--- src/rtl/v_pkg.sv ---
// Shared types for the vector coprocessor result writeback path.
// A job is one completed lane operation waiting to be written to the VRF.
package v_pkg;

  localparam int WB_VLEN = 128;
  localparam int WB_NREG = 32;
  localparam int WB_AW   = $clog2(WB_NREG);

  typedef enum logic {
    IDLE,
    WRITE
  } wb_state_e;

  typedef struct packed {
    logic                       src;
    logic [3:0][WB_VLEN-1:0]    data;
    logic [WB_AW-1:0]           vd;
    logic [2:0]                 nbeats;
  } wb_job_t;

  // Reserved group encodings collapse to a single register.
  function automatic logic [2:0] lmul_to_nbeats(input logic [2:0] lmul);
    case (lmul)
      3'd1:    return 3'd2;
      3'd2:    return 3'd4;
      default: return 3'd1;
    endcase
  endfunction

endpackage

--- src/rtl/v_wb_slot.sv ---
// One writeback job register; used for both the active and the pending job.
// Load wins over clear so a slot can be refilled in the cycle it empties.
module v_wb_slot
  import v_pkg::*;
(
  input  logic    clk,
  input  logic    rst,
  input  logic    load,
  input  logic    clear,
  input  wb_job_t job_in,
  output wb_job_t job,
  output logic    valid
);

  always_ff @(posedge clk) begin
    if (rst) begin
      job   <= '0;
      valid <= 1'b0;
    end else if (load) begin
      job   <= job_in;
      valid <= 1'b1;
    end else if (clear) begin
      job   <= '0;
      valid <= 1'b0;
    end
  end

endmodule

--- src/rtl/v_wb_sequencer.sv ---
// Writes completed ALU/MUL register groups into the VRF, one register per beat,
// with an active job plus a one-deep pending job absorbing a second completion.
module v_wb_sequencer
  import v_pkg::*;
#(
  parameter int VLEN = WB_VLEN,
  parameter int NREG = WB_NREG
) (
  input  logic                    clk,
  input  logic                    rst,
  input  logic                    done_valu,
  input  logic                    done_vmul,
  input  logic [VLEN-1:0]         result_valu_1,
  input  logic [VLEN-1:0]         result_valu_2,
  input  logic [VLEN-1:0]         result_valu_3,
  input  logic [VLEN-1:0]         result_valu_4,
  input  logic [VLEN-1:0]         result_vmul_1,
  input  logic [VLEN-1:0]         result_vmul_2,
  input  logic [VLEN-1:0]         result_vmul_3,
  input  logic [VLEN-1:0]         result_vmul_4,
  input  logic [$clog2(NREG)-1:0] vd,
  input  logic [2:0]              lmul,
  output logic                    vrf_we,
  output logic [$clog2(NREG)-1:0] vrf_waddr,
  output logic [VLEN-1:0]         vrf_wdata,
  input  logic                    vrf_wready,
  output logic                    wb_busy,
  output logic                    wb_done,
  output logic                    wb_src,
  output logic                    wb_overflow
);

  wb_state_e  state;
  logic [1:0] idx;
  logic       done_valu_q;
  logic       done_vmul_q;

  wb_job_t act_job, pend_job, act_in, pend_in, alu_job, mul_job;
  logic    act_valid, pend_valid;
  logic    act_load, act_clear, pend_load, pend_clear;
  logic    ev_alu, ev_mul, accept, last, both_open, overflow_set;

  v_wb_slot u_active (
    .clk    (clk),
    .rst    (rst),
    .load   (act_load),
    .clear  (act_clear),
    .job_in (act_in),
    .job    (act_job),
    .valid  (act_valid)
  );

  v_wb_slot u_pending (
    .clk    (clk),
    .rst    (rst),
    .load   (pend_load),
    .clear  (pend_clear),
    .job_in (pend_in),
    .job    (pend_job),
    .valid  (pend_valid)
  );

  assign ev_alu = done_valu && !done_valu_q;
  assign ev_mul = done_vmul && !done_vmul_q;
  assign accept = vrf_we && vrf_wready;
  assign last   = accept && ({1'b0, idx} == act_job.nbeats - 3'd1);

  // A final accept with nothing pending frees both slots, exactly like IDLE.
  assign both_open = (state == IDLE) || (last && !pend_valid);

  always_comb begin
    alu_job.src    = 1'b0;
    alu_job.data   = {result_valu_4, result_valu_3, result_valu_2, result_valu_1};
    alu_job.vd     = vd;
    alu_job.nbeats = lmul_to_nbeats(lmul);
    mul_job.src    = 1'b1;
    mul_job.data   = {result_vmul_4, result_vmul_3, result_vmul_2, result_vmul_1};
    mul_job.vd     = vd;
    mul_job.nbeats = lmul_to_nbeats(lmul);
  end

  always_comb begin
    act_load     = 1'b0;
    act_clear    = 1'b0;
    act_in       = pend_job;
    pend_load    = 1'b0;
    pend_clear   = 1'b0;
    pend_in      = alu_job;
    overflow_set = 1'b0;
    if (both_open) begin
      if (ev_alu) begin
        act_load = 1'b1;
        act_in   = alu_job;
        if (ev_mul) begin
          pend_load = 1'b1;
          pend_in   = mul_job;
        end
      end else if (ev_mul) begin
        act_load = 1'b1;
        act_in   = mul_job;
      end else if (last) begin
        act_clear = 1'b1;
      end
    end else begin
      if (last) begin
        act_load = 1'b1;
      end
      // Promotion empties the pending slot in the same edge a new event lands.
      if (ev_alu || ev_mul) begin
        if (!pend_valid || last) begin
          pend_load    = 1'b1;
          pend_in      = ev_alu ? alu_job : mul_job;
          overflow_set = ev_alu && ev_mul;
        end else begin
          overflow_set = 1'b1;
        end
      end
      if (last && !pend_load) begin
        pend_clear = 1'b1;
      end
    end
  end

  always_ff @(posedge clk) begin
    if (rst) begin
      state       <= IDLE;
      idx         <= 2'd0;
      done_valu_q <= 1'b0;
      done_vmul_q <= 1'b0;
      wb_done     <= 1'b0;
      wb_src      <= 1'b0;
      wb_overflow <= 1'b0;
    end else begin
      done_valu_q <= done_valu;
      done_vmul_q <= done_vmul;
      wb_done     <= last;
      if (last) begin
        wb_src <= act_job.src;
      end
      if (overflow_set) begin
        wb_overflow <= 1'b1;
      end
      case (state)
        IDLE: begin
          idx <= 2'd0;
          if (ev_alu || ev_mul) begin
            state <= WRITE;
          end
        end
        WRITE: begin
          if (last) begin
            idx <= 2'd0;
            if (!pend_valid && !ev_alu && !ev_mul) begin
              state <= IDLE;
            end
          end else if (accept) begin
            idx <= idx + 2'd1;
          end
        end
        default: state <= IDLE;
      endcase
    end
  end

  assign vrf_we    = (state == WRITE);
  assign vrf_waddr = act_job.vd + WB_AW'(idx);
  assign vrf_wdata = act_job.data[idx];
  assign wb_busy   = (state == WRITE) || pend_valid;

endmodule

--- config.mk ---
export PLATFORM = sky130hd
export DESIGN_NAME = v_wb_sequencer
export DESIGN_NICKNAME = d
export VERILOG_FILES = /design/src/rtl/v_pkg.sv /design/src/rtl/v_wb_slot.sv /design/src/rtl/v_wb_sequencer.sv
export SDC_FILE = /design/constraint.sdc
export NUM_CORES = 2
export LEC_CHECK = 0
export BUFFER_PORTS_ARGS = -buffer_cell sky130_fd_sc_hd__buf_2
export CORE_MARGIN = 4
export CORE_UTILIZATION = 35
export CTS_BUF_LIST = sky130_fd_sc_hd__clkbuf_4 sky130_fd_sc_hd__clkbuf_8
export DETAILED_ROUTE_END_ITERATION = 12
export SLEW_MARGIN = 20
export SYNTH_ARGS = -nofsm -noshare
export SYNTH_HDL_FRONTEND = slang
export SYNTH_HIERARCHICAL = 1
export SYNTH_SLANG_ARGS = --single-unit
--- constraint.sdc ---
create_clock -name clk -period 4.17 [get_ports clk]
set_input_delay 0.834 -clock clk [delete_from_list [all_inputs] [get_ports clk]]
set_output_delay 0.834 -clock clk [all_outputs]
set_load 0.03 [all_outputs]
==> Word level (Yosys, flattened, before mapping) <==
Cells that the tools add are included.
{ "totals": {"register_bits": 1051, "inputBits": 1037, "output_inout_bits": 138, "word_cells": 94} }
{ "classes": {"addsub": 3, "n_lt_le_gt_ge": 1, "eq_ne": 4, "n_mux": 42, "bitwise": 1, "reduce_logical": 21} }
{ "ops": {"columns": ["cell", "count"], "rows": [
  ["$mux W521", 13],
  ["$bmux W128 S2", 1],
  ["$mux W128", 1],
  ["$mux W1", 22],
  ["$logic_and A1 B1 Y1", 9],
  ["$logic_not A1 Y1", 6],
  ["$pmux W3 S2", 1],
  ["$add A5 B2 Y5", 1],
  ["$logic_or A1 B1 Y1", 4],
  ["$mux W2", 2],
  ["$pmux W2 S2", 1],
  ["$reduce_bool A2 Y1", 2],
  ["$eq A2 B3 Y1", 1],
  ["$eq A3 B1 Y1 const B", 1],
  ["$eq A3 B2 Y1 const B", 1],
  ["$lt A2 B3 Y1 const B", 1],
  ["$ne A3 B1 Y1 const B", 1],
  ["$sub A3 B1 Y3 const B", 1],
  ["$add A2 B1 Y2 const B", 1],
  ["$pmux W1 S2", 1],
  ["$not A1 Y1", 1]
]} }

==> Longest topological paths before layout <==
{ "depth": {"depth_word": 13, "mapped_depth": 14, "depth_no_buf": 9} }

==> By module <==
The synthesis kept the hierarchy.
{ "by_module_without_submodules": {"columns": ["mod", "instances", "cells_each", "area_per_inst_um2", "seq_area_each_um2"], "rows": [
  ["v_wb_slot", 2, 2321, 24093.1, 10450.0],
  ["v_wb_sequencer", 1, 2062, 22161.3, 160.2]
]} }

==> Least setup slack after synthesis <==
No wires, ideal clock.
{ "synth_path": {"path_kind": "register to register", "from": "register u_active/job[0] (netlist bit)", "to": "register u_pending/job[264] (netlist bit)", "setup_time_ns": 0.147, "arrival_ns": 2.707, "required_time_ns": 4.023, "setup_slack_ns": 1.317, "path_stages_with_launch": 11, "n_path_buf": 4, "period_less_slack_ns": 2.853, "path_cell_list": "dfxtp_1 inv_1 ha_1 xnor2_1 or4b_1 buf_4 a311oi_1 buf_2 buf_2 buf_1 o32ai_2"} }
{ "synth_between": {"elab_cells_between_ends": 19, "classes_between": "1 x add/sub; 1 x eq/ne; 10 x mux; 7 x reduce/logical"} }
{ "synth_rtl": {"columns": ["element", "line", "rtl"], "rows": [
  ["start, declared", "v_wb_slot.sv:11", "output wb_job_t job,"],
  ["start signal, assigned", "v_wb_slot.sv:20", "job <= job_in;"],
  ["$sub A3 B1 Y3 *", "v_wb_sequencer.sv:66", "assign last = accept && ({1'b0, idx} == act_job.nbeats - 3'd1);"],
  ["$eq A2 B3 Y1 *", "v_wb_sequencer.sv:66", null],
  ["$logic_and A1 B1 Y1 *", "v_wb_sequencer.sv:66", null],
  ["$logic_or A1 B1 Y1", "v_wb_sequencer.sv:110", "if (!pend_valid || last) begin"],
  ["$mux W1", "v_wb_sequencer.sv:110", null],
  ["$mux W1", "v_wb_sequencer.sv:109", "if (ev_alu || ev_mul) begin"],
  ["$mux W1", "v_wb_sequencer.sv:90", "if (both_open) begin"],
  ["$mux W1 *", "v_wb_sequencer.sv:90", null],
  ["named net pend_load", "v_wb_sequencer.sv:40", "logic act_load, act_clear, pend_load, pend_clear;"],
  ["$mux W521 or $reduce_bool A2 Y1 (tied branches)", null, null],
  ["end signal, assigned", "v_wb_slot.sv:20", null],
  ["end, declared", "v_wb_slot.sv:11", null]
]} }
Mark *: on every way through the listed nets, which the timed path passes. The rest lies on a longest branch. The select of a mux whose other input is x is not followed.
A chain may end at the register's enable or synchronous reset.

==> Worst setup path in the final report <==
{ "layout_path": {"from": "register idx[1]", "to": "output port vrf_wdata[70]"} }
{ "layout_between": {"elab_chain_cells": 2} }
{ "layout_rtl": {"columns": ["element", "line", "rtl"], "rows": [
  ["start, declared", "v_wb_sequencer.sv:34", "logic [1:0] idx;"],
  ["start signal, assigned", "v_wb_sequencer.sv:157", "idx <= idx + 2'd1;"],
  ["$bmux W128 S2", "v_wb_sequencer.sv:167", "assign vrf_wdata = act_job.data[idx];"],
  ["$mux W128 (not written as such)", "v_wb_sequencer.sv:167", null],
  ["end, declared", "v_wb_sequencer.sv:25", "output logic [VLEN-1:0] vrf_wdata,"]
]} }
No other way between the ends. The select of a mux whose other input is x is not followed.

==> impl_metrics.py <==
metrics = {
    "clock_network": {
        "numClockSinks": 1051,
        "cts.path.max_buffers": 3,
        "cts_root_buffer": "clkbuf_8",
        "htree_levels": 4,
        "clk_latency_ns": 0.98,
        "post_cts_buffers": 0,
        "cts-buffers-inserted": 194,
        "clk_pin_slew_ns": 0.06,
        "tritoncts": "yes",
    },
    "placed_design": {
        "place_ws_ns": 0.661,
        "place_area_um2": 77600,
        "gp_congestion": 0.900,
        "port_buffers": 1174,
        "dpl.hpwl_mm": 187,
    },
    "yosys": {
        "syn_area_per_cell_um2": 10.5,
        "netlist_instances": 6700,
        "synthesis.area_um2": 70300,
        "syn_nets": 7741,
        "synth-warning-count": 6,
    },
    "pwr": {
        "p_leak_nw": 28.3,
        "p_per_area_nw_per_um2": 379,
        "ir_drop_mv": 0.310,
    },
    "critical_path": {
        "slowest_stage": "mux4_2",
        "cp-startpoint": "idx[1]",
        "crit_end": "vrf_wdata[70]",
        "critical_path.top_delay_family": "buffers and inverters",
        "critPathKind": "reg2out",
        "r2r_end": "u_active/job[396]",
        "cp.buffers_inverters": 3,
        "crit_cells": 4,
        "critPathLaunchType": "register",
        "r2r_start": "u_active/job[0]",
        "crit_fanout": 35,
        "crit_chain": "buf_4 -> buf_6 -> mux4_2 -> buf_2",
        "reg2reg_depth": 9,
        "rrSetupSlack_ns": 0.68,
        "arrival_ns": 3.10,
        "max_stage_delay_ns": 0.54,
        "end_kind": "primary output",
        "crit_required_ns": 3.34,
    },
    "cells_and_area": {
        "syn2layout_area_growth_pct": 16.7,
        "fin_nets": 8579,
        "layout_commonest_cell": "buf_2",
        "fin_util": 0.411,
        "drive_gt1_frac": 0.511,
        "final_cell_mix": "1173 x buf_2, 1049 x dfxtp_1, 1046 x nand2_1",
        "final_area_um2": 82100,
    },
    "min_path": {
        "holdCritPathClass": "in2reg",
    },
    "global_route": {
        "grt_remaining_overflow": 0,
        "grt_pass1_vias": 57700,
        "antenna_found_initial": 143,
        "grt_pass1_wl_mm": 371,
        "grt_max_degree": 168,
        "grt_usage": 0.230,
    },
    "timing": {
        "setup_violations": 0,
        "maxSlewHeadroom": 0.318,
        "fin_crit_sh": 0.944,
        "drv_slew": 0,
        "rsz0062_at_grt": "false",
        "hold_viol_final": 0,
        "setup_slack_ns": 0.234,
        "max_freq_mhz": 254,
        "worstMarginPinSlew_ns": 1.02,
        "fin_setup_tns_ns": 0,
        "period_minus_slack_ns": 3.94,
        "finClkSkew_ns": 0.0531,
    },
    "floorplan": {
        "die_area_um2": 208000,
        "coreArea_um2": 200000,
        "die_w_um": 456,
        "pin_count": 1175,
        "die_height_um": 456,
        "floorplan.initialDensity": 0.352,
        "num_rows": 164,
    },
    "detailed_routing": {
        "first_pass_iters": 5,
        "routedWlPerCell_um": 24.3,
        "drc": 0,
        "drt_wl_total_mm": 253,
        "vias": 57700,
        "viasPerCell": 5.53,
        "ant_nets": 0,
        "drt-initial-drc-count": 4200,
    },
    "status": {
        "status": "finished clean",
    },
    "job": {
        "max_cap_violations": 0,
    },
}
cell type report:
| class | count | area (µm²) |
|---|---|---|
| inverters | 1044 | 3920 |
| clock buffers | 305 | 3730 |
| well taps | 2656 | 3320 |
| fillers | 19400 | 118000 |
| repair buffers | 1422 | 8740 |
| flip-flops and latches | 1051 | 21000 |
| clock inverters | 34 | 392 |
| multi-input cells | 3825 | 40600 |
| diodes | 106 | 265 |
repair_timing:
| item | in CTS | in global routing |
|---|---|---|
| resized for setup | 1 | 0 |
| endpoints found under the hold margin | 2 | 0 |
| hold buffers | 2 | 0 |
| setup endpoints to repair | 7 | 0 |
worst min-delay path by stage:
stage	startpoint	to	slack (ns)	depth (start not counted)
floorplan	u_pending/valid	u_pending/valid	0.45	2
detailed placement	u_pending/job[519]	u_pending/job[519]	0.47	2
global placement	u_active/job[393]	u_active/job[393]	0.46	2
finish	vd[4]	u_pending/job[7]	0.21	3
global route	vd[4]	u_pending/job[7]	0.13	3
CTS	vd[4]	u_pending/job[7]	0.03	3
registers in the layout, indices dropped and copies added, names as in the netlist:
signal / flops
done_valu_q: 1
done_vmul_q: 1
idx: 2
u_active/job: 521
u_pending/job: 521
u_pending/valid: 1
vrf_we: 1
wb_done: 1
wb_overflow: 1
wb_src: 1
routing by layer:
metal / vias to the layer above / global-route usage / share of wire
met5: - / 0 / 0.00044
met1: 28800 / 0.285 / 0.41
met4: 16 / 0.121 / 0.049
met2: 1865 / 0.375 / 0.48
met3: 531 / 0.0493 / 0.064
li1: 26500 / - / -
through the flow:
| stage | power [W] | hold slack, ns | std cells |
|---|---|---|---|
| detailed placement | 0.0206 | 0.466 | 9996 |
| finish | 0.0311 | 0.206 | 10400 |
| CTS | 0.0314 | 0.0295 | 10300 |
| global route | 0.0325 | 0.130 | 10400 |
| floorplan | 0.0181 | 0.449 | 6700 |
| global placement | 0.0204 | 0.457 | 9996 |
worst min-delay path, delay by kind of cell:
| family | cells | cell delay (ns) |
|---|---|---|
| buffers and inverters | 1 | 0.11 |
| AND/OR/NAND/NOR | 1 | 0.06 |
| AO/OA/AOI/OAI | 1 | 0.07 |
power breakdown:
part           internal, W  switching [W]
Clock              0.00591        0.00475
Combinational      0.00386        0.00502
Sequential          0.0110       0.000619
Total               0.0207         0.0104
No activity file was read; power rests on OpenSTA's default activity.
